### config.mk
export PLATFORM = sky130hd
export DESIGN_NAME = mdu_issue
export DESIGN_NICKNAME = d
export VERILOG_FILES = /design/src/rtl/mdu_issue.sv
export SDC_FILE = /design/constraint.sdc
export NUM_CORES = 1
export LEC_CHECK = 0
export ABC_AREA = 0
export CORE_ASPECT_RATIO = 0.75
export CORE_UTILIZATION = 42
export DETAILED_ROUTE_END_ITERATION = 12
export GPL_TIMING_DRIVEN = 0
export PLACE_DENSITY = 0.91
export SLEW_MARGIN = 10
export SYNTH_ARGS = -nofsm -noshare
export SYNTH_HDL_FRONTEND = slang
export SYNTH_SLANG_ARGS = --single-unit
### constraint.sdc
create_clock -name clk -period 2.14 [get_ports clk]
set_input_delay 0.535 -clock clk [delete_from_list [all_inputs] [get_ports clk]]
set_output_delay 0.535 -clock clk [all_outputs]
set_load 0.1 [all_outputs]
### src/rtl/mdu_issue.sv
// Issue/response sequencer between the pipeline and a multi-cycle MDU: holds one M-extension op,
// short-circuits divide-by-zero and signed-overflow divides, and bounds the MDU wait.
module mdu_issue #(
  parameter int unsigned TIMEOUT_CYCLES = 64
) (
  input  logic        clk,
  input  logic        rst_n,
  input  logic        req_valid_i,
  output logic        req_ready_o,
  input  logic [2:0]  req_op_i,
  input  logic [31:0] req_rs1_i,
  input  logic [31:0] req_rs2_i,
  input  logic [4:0]  req_rd_addr_i,
  input  logic        flush_i,
  output logic        mdu_valid_o,
  output logic [2:0]  mdu_op_o,
  output logic [31:0] mdu_rs1_o,
  output logic [31:0] mdu_rs2_o,
  input  logic        mdu_ready_i,
  input  logic [31:0] mdu_rd_i,
  output logic        rsp_valid_o,
  input  logic        rsp_ready_i,
  output logic [31:0] rsp_data_o,
  output logic [4:0]  rsp_rd_addr_o,
  output logic        rsp_err_o,
  output logic        busy_o
);

  typedef enum logic [2:0] {StIdle, StIssue, StWait, StResp, StDrain} state_e;

  localparam logic [7:0] CntLast = 8'(TIMEOUT_CYCLES - 1);

  state_e      state_q, state_d;
  logic [2:0]  op_q, op_d;
  logic [31:0] rs1_q, rs1_d, rs2_q, rs2_d;
  logic [4:0]  rd_q, rd_d;
  logic [31:0] result_q, result_d;
  logic        err_q, err_d;
  logic [7:0]  cnt_q, cnt_d;

  logic        accept, timeout, rs2_zero, ovf, shortcut;
  logic [31:0] short_val;

  assign accept   = req_valid_i & (state_q == StIdle) & ~flush_i;
  assign timeout  = cnt_q >= CntLast;
  assign rs2_zero = req_rs2_i == 32'h0;
  // Signed overflow only exists for DIV/REM (op[0] clear among the divide ops).
  assign ovf      = ~req_op_i[0] & (req_rs1_i == 32'h8000_0000) & (req_rs2_i == 32'hFFFF_FFFF);
  assign shortcut = req_op_i[2] & (rs2_zero | ovf);

  always_comb begin
    if (rs2_zero) short_val = req_op_i[1] ? req_rs1_i : 32'hFFFF_FFFF;
    else          short_val = req_op_i[1] ? 32'h0 : 32'h8000_0000;
  end

  always_ff @(posedge clk) begin
    if (!rst_n) begin
      state_q  <= StIdle;
      op_q     <= '0;
      rs1_q    <= '0;
      rs2_q    <= '0;
      rd_q     <= '0;
      result_q <= '0;
      err_q    <= 1'b0;
      cnt_q    <= '0;
    end else begin
      state_q  <= state_d;
      op_q     <= op_d;
      rs1_q    <= rs1_d;
      rs2_q    <= rs2_d;
      rd_q     <= rd_d;
      result_q <= result_d;
      err_q    <= err_d;
      cnt_q    <= cnt_d;
    end
  end

  always_comb begin
    state_d = state_q;
    unique case (state_q)
      StIdle:  if (accept) state_d = shortcut ? StResp : StIssue;
      StIssue: state_d = flush_i ? StDrain : StWait;
      StWait: begin
        if (mdu_ready_i)  state_d = flush_i ? StIdle : StResp;
        else if (flush_i) state_d = StDrain;
        else if (timeout) state_d = StResp;
      end
      StResp:  if (flush_i || rsp_ready_i) state_d = StIdle;
      StDrain: if (mdu_ready_i || timeout) state_d = StIdle;
      default: state_d = StIdle;
    endcase
  end

  always_comb begin
    op_d     = op_q;
    rs1_d    = rs1_q;
    rs2_d    = rs2_q;
    rd_d     = rd_q;
    result_d = result_q;
    err_d    = err_q;
    cnt_d    = cnt_q;
    unique case (state_q)
      StIdle: begin
        if (accept) begin
          op_d     = req_op_i;
          rs1_d    = req_rs1_i;
          rs2_d    = req_rs2_i;
          rd_d     = req_rd_addr_i;
          result_d = short_val;
          err_d    = 1'b0;
          cnt_d    = '0;
        end
      end
      StWait: begin
        cnt_d = cnt_q + 8'd1;
        if (mdu_ready_i && !flush_i) begin
          result_d = mdu_rd_i;
          err_d    = 1'b0;
        end else if (!mdu_ready_i && !flush_i && timeout) begin
          result_d = '0;
          err_d    = 1'b1;
        end
      end
      StDrain: cnt_d = cnt_q + 8'd1;
      default: ;
    endcase
  end

  always_comb begin
    req_ready_o   = state_q == StIdle;
    busy_o        = state_q != StIdle;
    mdu_valid_o   = state_q == StIssue;
    rsp_valid_o   = state_q == StResp;
    mdu_op_o      = op_q;
    mdu_rs1_o     = rs1_q;
    mdu_rs2_o     = rs2_q;
    rsp_data_o    = result_q;
    rsp_rd_addr_o = rd_q;
    rsp_err_o     = err_q;
  end

endmodule

* Yosys cells after proc, flatten, opt, wreduce, memory -nomap -nowiden
Cells that the tools add are included.
** Word-level totals
- Register bits after elaboration :: 116
- Input bits :: 110
- Output and inout bits :: 109
** Cells by class
- $add $sub $neg :: 1
- Order comparisons :: 1
- Equal/unequal tests :: 11
- Multiplexer cells :: 23
- Bitwise operators :: 8
- Reduce and logical (&&, ||, !) cells :: 17
** Operators with widths (count)
- two-way mux 32 bit :: 6
- == test 32 bit, second input constant :: 2
- one-hot mux 32 bit (2 select lines) :: 1
- zero test 32 bit :: 1
- two-way mux 3 bit :: 7
- one-hot mux 8 bit (2 select lines) :: 1
- one-hot mux 3 bit (5 select lines) :: 1
- adder 8 x 1 -> 8 bit, second input constant :: 1
- greater-or-equal comparator 8 x 6 -> 1 bit, second input constant :: 1
- two-way mux 8 bit :: 1
- == test 3 x 2 -> 1 bit, second input constant :: 2
- bitwise AND 1 bit :: 5
- two-way mux 2 bit :: 2
- != test 2 x 1 -> 1 bit, second input constant :: 2
- != test 4 bit, second input constant :: 1
- AND reduction 2 bit :: 2
- AND reduction 4 bit :: 1
- nonzero test 2 bit :: 2
- == test 3 x 1 -> 1 bit, second input constant :: 1
- == test 3 bit, second input constant :: 1
- logical AND 1 bit :: 3
- zero test 3 bit :: 1
- two-way mux 1 bit :: 3
- != test 3 bit, second input constant :: 1
- 9 further kinds :: 12

* Longest topological paths before layout
Gate-level depths: netlist of run 1.
- Depth after elaboration :: 8
- Gate-level depth with buffers :: 8
- Mapped depth without buffers :: 6

* Worst setup path before layout of run 1
Ideal clock, no wire load.
- Kind :: register -> output
- Start :: register state_q[1]
- End :: output mdu_valid_o
- Arrival :: 1756 ps
- Data required time :: 1605 ps
- Path slack :: -151 ps
- Cell stages (with the launch flop) :: 3
- Buffers on the path :: 0
- Cell sequence :: dfxtp_1 > nand2b_1 > nor2_1
** On the way
- Cells in the longest elaborated chain, start to end :: 1
** Ends and longest elaborated chain
- from (decl) :: line 33 : state_e state_q, state_d;
- from (signal assigned) :: line 58 : state_q <= StIdle;
- from (signal assigned) :: line 67 : state_q <= state_d;
- == test 3 x 1 -> 1 bit :: line 132 : mdu_valid_o = state_q == StIssue;
- to (decl) :: line 15 : output logic mdu_valid_o,
No other way between the ends.

* Worst setup path after layout of run 1
- Start :: register result_q[9] (netlist: rsp_data_o[9])
- End :: output rsp_data_o[9]
** RTL lines
- from (decl) :: line 37 : logic [31:0] result_q, result_d;
- from (signal assigned) :: line 72 : result_q <= result_d;
- to (decl) :: line 23 : output logic [31:0] rsp_data_o,
No word-level cell between the ends.

==> run_results.csv, run 1 <==
group,metric,value,unit
timing,finalCritPeriodShare,98.5,%
placement,post-dp-hpwl,13.5,mm
floorplanning,start_util,44.2,%
yosys,synth.top_cell.area_share,46.8,%
floorplanning,dieHeight,96.2,µm
setup_path,path_max_fanout,2,
flow_run,cap_violations,0,
clock_network,worstSkewPairLatency,400,ps
setup_path,critical-path-top-delay-family,"buffers and inverters",
final_layout,fillers,926,
clock_network,cts_sinks,116,
clock_network,clk_path_buf_depth,2,
setup_path,cp.arrival,1570,ps
power,max-vdd-ir-drop,0.587,mV
timing,setup_slack,32.2,ps
global_routing,busiest_layer,"met2",
yosys,ys_types,43,
placement,io_buffers,217,
detailed_routing,via_per_inst,5.33,
global_routing,grt_pass1_wl,27.6,mm
yosys,synth.avg_cell_area,8.10,µm²
setup_path,startpoint_type,"flop",
final_layout,area_growth,57.8,%
timing,worst_hold_slack,447,ps
final_layout,final_cells,1018,
yosys,yosysWarnings,0,
detailed_routing,wl_per_cell,18.0,µm
timing,skew,8.21,ps
final_layout,layout.nets,961,
global_routing,grt_pass1_vias,5178,
floorplanning,num_rows,33,
global_routing,grtUsageMet3,12.0,%
placement,dp_cells,987,
detailed_routing,drt-pass1-iter-count,5,
global_routing,use_met2,49.5,%
yosys,synth_area_leader_cell,"dfxtp_1",
clock_network,cts_max_level,4,
power,power,0.00696,W
detailed_routing,vias,5427,
placement,dp_slack,-805,ps
timing,worst_slew_pin_slew,974,ps
final_layout,fin_util,69.8,%
floorplanning,core,11200,µm²
timing,hold_viol_final,0,
yosys,synthesis.nets,724,
timing,setup_viol,0,
placement,gp_congestion,0.842,
timing,drv_slew,0,
setup_path,path_class,"reg2out",
floorplanning,fp.dieW,128,µm
timing,maxSlewHeadroom,35.3,%
clock_network,cts_hold_buf,0,
detailed_routing,antenna_left,0,
status,status,"finished, final reports clean",
global_routing,grt.overflow.total,0,
final_layout,layout-drive-gt1-share,17.1,%
setup_path,max_stage_delay,830,ps
timing,min_period,2110,ps
global_routing,met1_usage,36.6,%
setup_path,critPathRequiredTime,1600,ps
setup_path,crit_path_top_delay_cell,"clkdlybuf4s15_1",
yosys,synth-seq-cells,116,
setup_path,crit_path_cell_trace,"clkdlybuf4s15_1",
detailed_routing,dr.first_iter.drc_count,397,
worst_hold_path,hold_class,"reg2reg",
setup_path,end_kind,"output port",
clock_network,clock-root-buffer,"clkbuf_16",
yosys,synth_async_sr_flop_share,0,%
yosys,yosys_most_used_dff,"dfxtp_1",
clock_network,cts_tree,"done",
detailed_routing,wl,18.3,mm
floorplanning,dieArea,12300,µm²
yosys,netlist_area,4960,µm²
global_routing,grt_max_degree,17,
yosys,synth_seq_area_share,46.8,%
global_routing,antenna_found_initial,0,
global_routing,groute.usage.overall,30.0,%
yosys,synth_edf_count,0,
final_layout,diodes,0,
setup_path,cp_num_buf_inv,1,
clock_network,cts_made_buffers,17,
detailed_routing,drc,0,
yosys,synthCells,613,
power,leakagePower,3.14,nW
timing,fmax,474,MHz
clock_network,clk_pin_slew,50,ps
floorplanning,ioPinCount,219,
power,powerDensity,888,nW/µm²
yosys,synth_area_leaders,"dfxtp_1 (47%), nand2_1 (11%), a21boi_1 (11%)",
==> per-layer routing <==
metal / wire [µm] / share of wire (%)
met1: 7850 / 43
met2: 8530 / 46
met3: 1790 / 9.8
met4: 174 / 0.95
met5: 0 / 0
==> power breakdown <==
group          internal (W)  total, W  switching (W)
combinational      0.000436   0.00168        0.00125
clock               0.00195   0.00293       0.000980
sequential          0.00228   0.00234      0.0000639
total               0.00467   0.00696        0.00229
==> area by class of cell <==
class / count / area (µm²) / share of cell area [%]
Inverter: 2 / 10.0 / 0.128
Buffer: 45 / 274 / 3.50
Tap cell: 157 / 196 / 2.51
Sequential cell: 116 / 2320 / 29.6
Timing Repair Buffer: 218 / 1960 / 25.0
Multi-Input combinational cell: 450 / 2470 / 31.5
Clock inverter: 11 / 160 / 2.04
Clock buffer: 19 / 443 / 5.65
==> cells in the mapped netlist (2+ instances only) <==
cell	count
nand2_1	152
dfxtp_1	116
a21boi_1	70
a21oi_1	64
o21ai_0	47
o21ai_1	20
clkbuf_1	18
nor2_1	17
buf_2	15
nor4_1	15
nand4_1	9
nand3_1	8
a21boi_0	7
buf_4	7
nor3_1	5
buf_6	4
nand3b_1	4
nand2b_1	3
or4_1	3
xnor2_1	3
nor2b_1	2
o21a_1	2
or2_1	2
==> placed cells by master, fill, tap and decap left out, types with 2 or more instances in the layout <==
cell	n
a21boi_0	7
a21boi_1	70
a21oi_1	64
buf_2	17
buf_4	9
buf_6	5
bufinv_16	4
clkbuf_1	15
clkbuf_16	17
clkbuf_2	53
clkbuf_8	2
clkdlybuf4s15_1	42
clkdlybuf4s15_2	8
clkdlybuf4s50_1	94
clkinv_2	5
clkinvlp_4	2
dfxtp_1	116
dlygate4sd2_1	3
dlymetal6s2s_1	14
nand2_1	152
nand2b_1	3
nand3_1	8
nand3b_1	4
nand4_1	9
nor2_1	15
nor2_2	2
nor2b_1	2
nor3_1	4
nor4_1	6
nor4_2	9
o21a_1	2
o21ai_0	46
o21ai_1	21
or2_1	2
or4_4	2
xnor2_1	3
==> through the flow <==
step           TNS (ps)  cell area, µm²
2_1_floorplan         0            4970
3_3_place_gp     -56640            7340
3_5_place_dp     -58020            7340
4_1_cts               0            7950
5_1_grt            -240            7840
6_report              0            7840
==> registers in the layout, summed over array words and instances (netlist names) <==
register	flops
mdu_rs1_o	32
rsp_rd_addr_o	5
cnt_q	8
state_q	3
rsp_data_o	32
rsp_err_o	1
mdu_rs2_o	32
mdu_op_o	3
==> cell families after synthesis <==
family          count (synthesis)  synth area share, %
simple gates                  228                 20.5
compound gates                218                 26.8
flops                         116                 46.8
buf+inv                        47                 5.14
xor+xnor                        3                0.529
fa+ha+maj                       1                0.252
==> final timing paths <==
check | cells after the start | start | end | slack, ps
max | 1 | rsp_data_o[9] | rsp_data_o[9] | 30
min | 2 | rsp_rd_addr_o[2] | rsp_rd_addr_o[2] | 450
max reg2reg | 7 | cnt_q[0] | rsp_data_o[31] | 150
min reg2reg | 2 | rsp_rd_addr_o[2] | rsp_rd_addr_o[2] | 450
==> timing repair <==
| action | 4_1_cts | 5_1_grt |
|---|---|---|
| setup buffers | 1 | 0 |
| pin swaps | 5 | 12 |
| resized for setup | 211 | 123 |
| endpoints found under the setup margin | 211 | 119 |
Note: power is estimated with default switching activity, not from simulation.
==> run 2: changes to the inputs <==
--- a/config.mk
+++ b/config.mk
@@ -5,12 +5,11 @@
 export SDC_FILE = /design/constraint.sdc
 export NUM_CORES = 1
 export LEC_CHECK = 0
-export ABC_AREA = 0
 export CORE_ASPECT_RATIO = 0.75
-export CORE_UTILIZATION = 42
+export CORE_UTILIZATION = 43
 export DETAILED_ROUTE_END_ITERATION = 12
 export GPL_TIMING_DRIVEN = 0
-export PLACE_DENSITY = 0.91
+export PLACE_DENSITY = 0.93
 export SLEW_MARGIN = 10
 export SYNTH_ARGS = -nofsm -noshare
 export SYNTH_HDL_FRONTEND = slang
==> constraint.sdc (replaced) <==
create_clock -name clk -period 2.69 [get_ports clk]
set_input_delay 0.6725 -clock clk [delete_from_list [all_inputs] [get_ports clk]]
set_output_delay 0.6725 -clock clk [all_outputs]
set_load 0.1 [all_outputs]
==> run_results.csv, run 2 (same netlist as run 1, synthesis figures left out) <==
group,metric,value,unit
clock_network,cts_max_level,4,
final_layout,area_growth,59.2,%
setup_path,r2r_slack,550,ps
clock_network,cts_tree,"done",
timing,fmax,382,MHz
timing,finalCritPeriodShare,97.4,%
final_layout,fillers,845,
timing,setup_viol,0,
floorplanning,fp.dieW,126,µm
placement,io_buffers,217,
final_layout,layout_commonest_cell,"clkdlybuf4s50_1",
detailed_routing,vias,5534,
setup_path,startpoint_type,"flop",
setup_path,path_class,"reg2out",
worst_hold_path,hold_depth,2,
clock_network,clk_path_buf_depth,2,
global_routing,grt.overflow.total,0,
final_layout,layout.nets,960,
detailed_routing,wl,17.9,mm
placement,post-dp-hpwl,13.2,mm
setup_path,crit_path_cell_trace,"nand2b_1, nor2_1, dlygate4sd2_1",
setup_path,r2r_end,"mdu_rs1_o[25]",
clock_network,clock-root-buffer,"clkbuf_16",
timing,min_period,2620,ps
detailed_routing,wl_met3,1.89,mm
setup_path,end_kind,"output port",
detailed_routing,wl_per_cell,17.9,µm
setup_path,crit_path_top_delay_cell,"dlygate4sd2_1",
global_routing,grt_pass1_vias,5386,
final_layout,diodes,0,
floorplanning,dieArea,12000,µm²
power,powerDensity,700,nW/µm²
timing,drv_slew,0,
power,leakagePower,2.86,nW
setup_path,max_stage_delay,870,ps
setup_path,critPathRequiredTime,2020,ps
worst_hold_path,hold_path.startpoint,"mdu_rs1_o[12]",
global_routing,groute.usage.overall,30.5,%
status,status,"finished, final reports clean",
global_routing,grt_max_degree,17,
timing,grt_setup_unrepaired,"false",
detailed_routing,met1_length,7.34,mm
final_layout,layout-drive-gt1-share,7.89,%
floorplanning,dieHeight,95.1,µm
detailed_routing,drc,0,
detailed_routing,antenna_left,0,
final_layout,fin_util,71.4,%
final_layout,final_cell_mix,"clkdlybuf4s50_1 (213), nand2_1 (152), dfxtp_1 (116)",
timing,skew,5.77,ps
setup_path,reg2reg_depth,8,
worst_hold_path,worstHoldEndpoint,"mdu_rs1_o[12]",
timing,maxSlewHeadroom,27.8,%
detailed_routing,route.met2.wl,8.13,mm
detailed_routing,via_per_inst,5.52,
setup_path,path_max_fanout,8,
clock_network,worstSkewPairLatency,410,ps
detailed_routing,drt-pass1-iter-count,5,
timing,worst_hold_slack,450,ps
detailed_routing,dr.first_iter.drc_count,331,
floorplanning,num_rows,33,
clock_network,cts_made_buffers,17,
setup_path,cp.arrival,1950,ps
placement,gp_congestion,0.840,
floorplanning,start_util,44.9,%
clock_network,cts_sinks,116,
detailed_routing,top_layer_used,"met4",
worst_hold_path,hold_class,"reg2reg",
clock_network,cts_hold_buf,0,
power,max-vdd-ir-drop,0.450,mV
floorplanning,ioPinCount,219,
clock_network,clk_pin_slew,50,ps
setup_path,regToRegStartpoint,"state_q[2]",
global_routing,antenna_found_initial,0,
timing,fin_tns_setup,0,ps
global_routing,grt_pass1_wl,27.9,mm
timing,worst_slew_pin_slew,1080,ps
timing,hold_viol_final,0,
flow_run,cap_violations,0,
floorplanning,core,11100,µm²
-- run 2: cell types whose count changed in the layout (fill, tap and decap cells not counted), sizes merged --
cell / previous run / this run
clkdlybuf4s50: 94 / 213
clkbuf: 88 / 43
dlygate4sd2: 3 / 1
bufinv: 4 / 3
dlymetal6s2s: 14 / 0
clkdlybuf4s15: 50 / 1
buf: 33 / 26
-- run 2: per-stage QoR --
stage / cell area, µm² / setup slack [ps] / cells / total power [W]
after floorplan: 4960 / 261 / 613 / 0.00281
after global placement: 7310 / -307 / 970 / 0.00327
after detailed placement: 7310 / -309 / 970 / 0.00328
after CTS: 7900 / 62.7 / 1002 / 0.00554
after global routing: 7900 / 14.4 / 1002 / 0.00569
final: 7900 / 70.5 / 1002 / 0.00553
-- run 2: where the power goes --
group          internal, W  leakage (nW)  switching, W
logic             0.000407          1.62      0.000987
clock network      0.00150         0.290      0.000781
registers          0.00181         0.947     0.0000500
total              0.00372          2.86       0.00182
-- run 2: how the worst max path moves through the flow --
stage	start	end	slack [ps]	cells past startpoint
4_1_cts	state_q[1]	rsp_valid_o	60	3
2_1_floorplan	state_q[1]	mdu_valid_o	260	2
6_report	state_q[0]	mdu_valid_o	70	3
5_1_grt	state_q[0]	mdu_valid_o	10	3
3_5_place_dp	req_rs2_i[24]	rsp_data_o[30]	-310	7
3_3_place_gp	req_rs2_i[31]	rsp_data_o[30]	-310	7
-- run 2: what timing repair did --
item                       in CTS  in global routing
resized for setup               6                  7
setup buffers                   0                  0
setup endpoints to repair       4                 21
gates cloned                    0                  0
-- run 2: metal layers --
layer  up-vias  GRT usage (%)
li1       2609              -
met1      2579           36.9
met2       303           49.6
met3        43           10.5
met4         0           13.3
met5         -              0
-- run 2: worst max-delay path: cells and delay by family, from the launching register on --
kind / cells / cell delay (ps)
buffers and inverters: 1 / 870
AND/OR/NAND/NOR: 2 / 220
flip-flops: 1 / 450
-- run 2: cell type report --
class | count | area, µm² | area share (%)
plain buffers | 45 | 249 | 3.15
clock buffers | 22 | 464 | 5.87
clock inverters | 10 | 130 | 1.65
inverters | 2 | 7.51 | 0.0950
multi-input cells | 450 | 2390 | 30.3
flip-flops and latches | 116 | 2320 | 29.4
well taps | 140 | 175 | 2.22
repair buffers | 217 | 2160 | 27.4
==> run 3: changes to the inputs <==
--- a/config.mk
+++ b/config.mk
@@ -10,6 +10,7 @@
 export DETAILED_ROUTE_END_ITERATION = 12
 export GPL_TIMING_DRIVEN = 0
 export PLACE_DENSITY = 0.93
+export SKIP_LAST_GASP = 1
 export SLEW_MARGIN = 10
 export SYNTH_ARGS = -nofsm -noshare
 export SYNTH_HDL_FRONTEND = slang
==> run_results.csv, run 3 (same netlist as run 1, synthesis figures left out) <==
group,metric,value,unit
flow_run,cap_violations,0,
timing,worst_hold_slack,450,ps
setup_path,r2r_slack,550,ps
global_routing,grt.overflow.total,0,
clock_network,clk_pin_slew,50,ps
floorplanning,start_util,44.9,%
detailed_routing,drc,0,
floorplanning,num_rows,33,
status,status,"finished, final reports clean",
timing,min_period,2620,ps
final_layout,layout.nets,960,
setup_path,cp-startpoint,"rsp_data_o[3]",
global_routing,groute.usage.overall,30.5,%
setup_path,crit_path_top_delay_cell,"clkdlybuf4s50_1",
power,switchingPower,0.00182,W
power,leakagePower,2.86,nW
floorplanning,fp.dieW,126,µm
floorplanning,ioPinCount,219,
final_layout,layout_commonest_cell,"clkdlybuf4s50_1",
setup_path,critical-path-top-delay-family,"buffers and inverters",
power,clock_power_share,41.1,%
setup_path,regToRegStartpoint,"state_q[2]",
placement,io_buffers,217,
timing,skew,5.76,ps
global_routing,grt_pass1_vias,5386,
final_layout,area_growth,59.1,%
detailed_routing,drt-pass1-iter-count,5,
power,comb_power_share,25.2,%
setup_path,cp_num_buf_inv,1,
floorplanning,core,11100,µm²
detailed_routing,wl,17.9,mm
global_routing,grt_pass1_wl,27.9,mm
setup_path,critPathRequiredTime,2020,ps
clock_network,cts_max_level,4,
final_layout,final_cell_mix,"clkdlybuf4s50_1 (213), nand2_1 (152), dfxtp_1 (116)",
final_layout,layout-drive-gt1-share,7.89,%
setup_path,end_kind,"output port",
timing,worst_slew_pin_slew,1080,ps
final_layout,diodes,0,
final_layout,final_cells,1002,
setup_path,crit_path_cell_trace,"clkdlybuf4s50_1",
clock_network,cts_sinks,116,
timing,hold_viol_final,0,
worst_hold_path,hold_class,"reg2reg",
global_routing,grt_max_degree,17,
setup_path,max_stage_delay,1200,ps
clock_network,cts_hold_buf,0,
detailed_routing,dr.first_iter.drc_count,331,
placement,placed_area,7310,µm²
setup_path,path_class,"reg2out",
power,max-vdd-ir-drop,0.450,mV
timing,setup_viol,0,
detailed_routing,wl_per_cell,17.9,µm
final_layout,fin_util,71.4,%
power,internal_power,0.00372,W
timing,finalCritPeriodShare,97.3,%
final_layout,stdcell_area,7900,µm²
clock_network,cts_setup_buffers,0,
detailed_routing,via_per_inst,5.53,
timing,fmax,382,MHz
detailed_routing,vias,5543,
clock_network,clk_path_buf_depth,2,
timing,fin_tns_setup,0,ps
timing,grt_setup_unrepaired,"false",
setup_path,cp.arrival,1940,ps
clock_network,clock-root-buffer,"clkbuf_16",
power,seq_power_share,33.7,%
setup_path,startpoint_type,"flop",
timing,drv_slew,0,
power,switching_share,32.9,%
setup_path,path_max_fanout,2,
floorplanning,dieArea,12000,µm²
detailed_routing,antenna_left,0,
timing,maxSlewHeadroom,27.8,%
clock_network,worstSkewPairLatency,410,ps
placement,post-dp-hpwl,13.2,mm
floorplanning,dieHeight,95.1,µm
global_routing,antenna_found_initial,0,
clock_network,cts_tree,"done",
placement,dp_cells,970,
placement,gp_congestion,0.840,
power,powerDensity,701,nW/µm²
clock_network,cts_made_buffers,17,
worst_hold_path,hold_path.startpoint,"mdu_rs1_o[12]",
[run 3: cell count changes in the layout (fill, tap and decap cells not counted), sizes merged]
cell,before,now
clkbuf,43,44
clkdlybuf4s15,1,0
[run 3: layout make-up]
class	count	area [µm²]
Fill cell	846	3170
Tap cell	140	175
Clock buffer	22	464
Multi-Input combinational cell	450	2390
Inverter	2	7.51
Clock inverter	10	130
Sequential cell	116	2320
Timing Repair Buffer	217	2160
Buffer	45	249
[run 3: path summary, 6_finish.rpt]
kind | to | depth (start not counted)
max | rsp_data_o[3] | 1
min reg2reg | mdu_rs1_o[12] | 2
max reg2reg | mdu_rs1_o[25] | 8
min | mdu_rs1_o[12] | 2
[run 3: power groups by stage]
stage / sequential (W) / combinational [W] / clock [W]
after floorplan: 0.00254 / 0.000275 / 0
after global placement: 0.00189 / 0.00137 / 0
after detailed placement: 0.00190 / 0.00138 / 0
after CTS: 0.00186 / 0.00139 / 0.00228
after global routing: 0.00187 / 0.00145 / 0.00237
final: 0.00186 / 0.00139 / 0.00228
[run 3: repair_timing]
| action | 4_1_cts | 5_1_grt |
|---|---|---|
| gates resized for setup | 4 | 9 |
| endpoints found under the setup margin | 4 | 22 |
| cloned | 0 | 0 |
[run 3: layer usage]
metal  track usage [%]  wire [µm]
met1              36.9       7340
met2              49.6       8130
met3              10.5       1900
met4              13.3        568
met5                 0          0
[run 3: through the flow]
step	setup slack [ps]	total power, W
floorplan	261	0.00281
global placement	-307	0.00327
detailed placement	-309	0.00328
CTS	-206	0.00554
global route	14.4	0.00569
finish	73.9	0.00553
[run 3: worst min-delay path: cells and delay by family, from the launching register on]
family,cells,cell delay (ps)
flip-flops,1,300
AND/OR/NAND/NOR,1,50
AO/OA/AOI/OAI,1,50
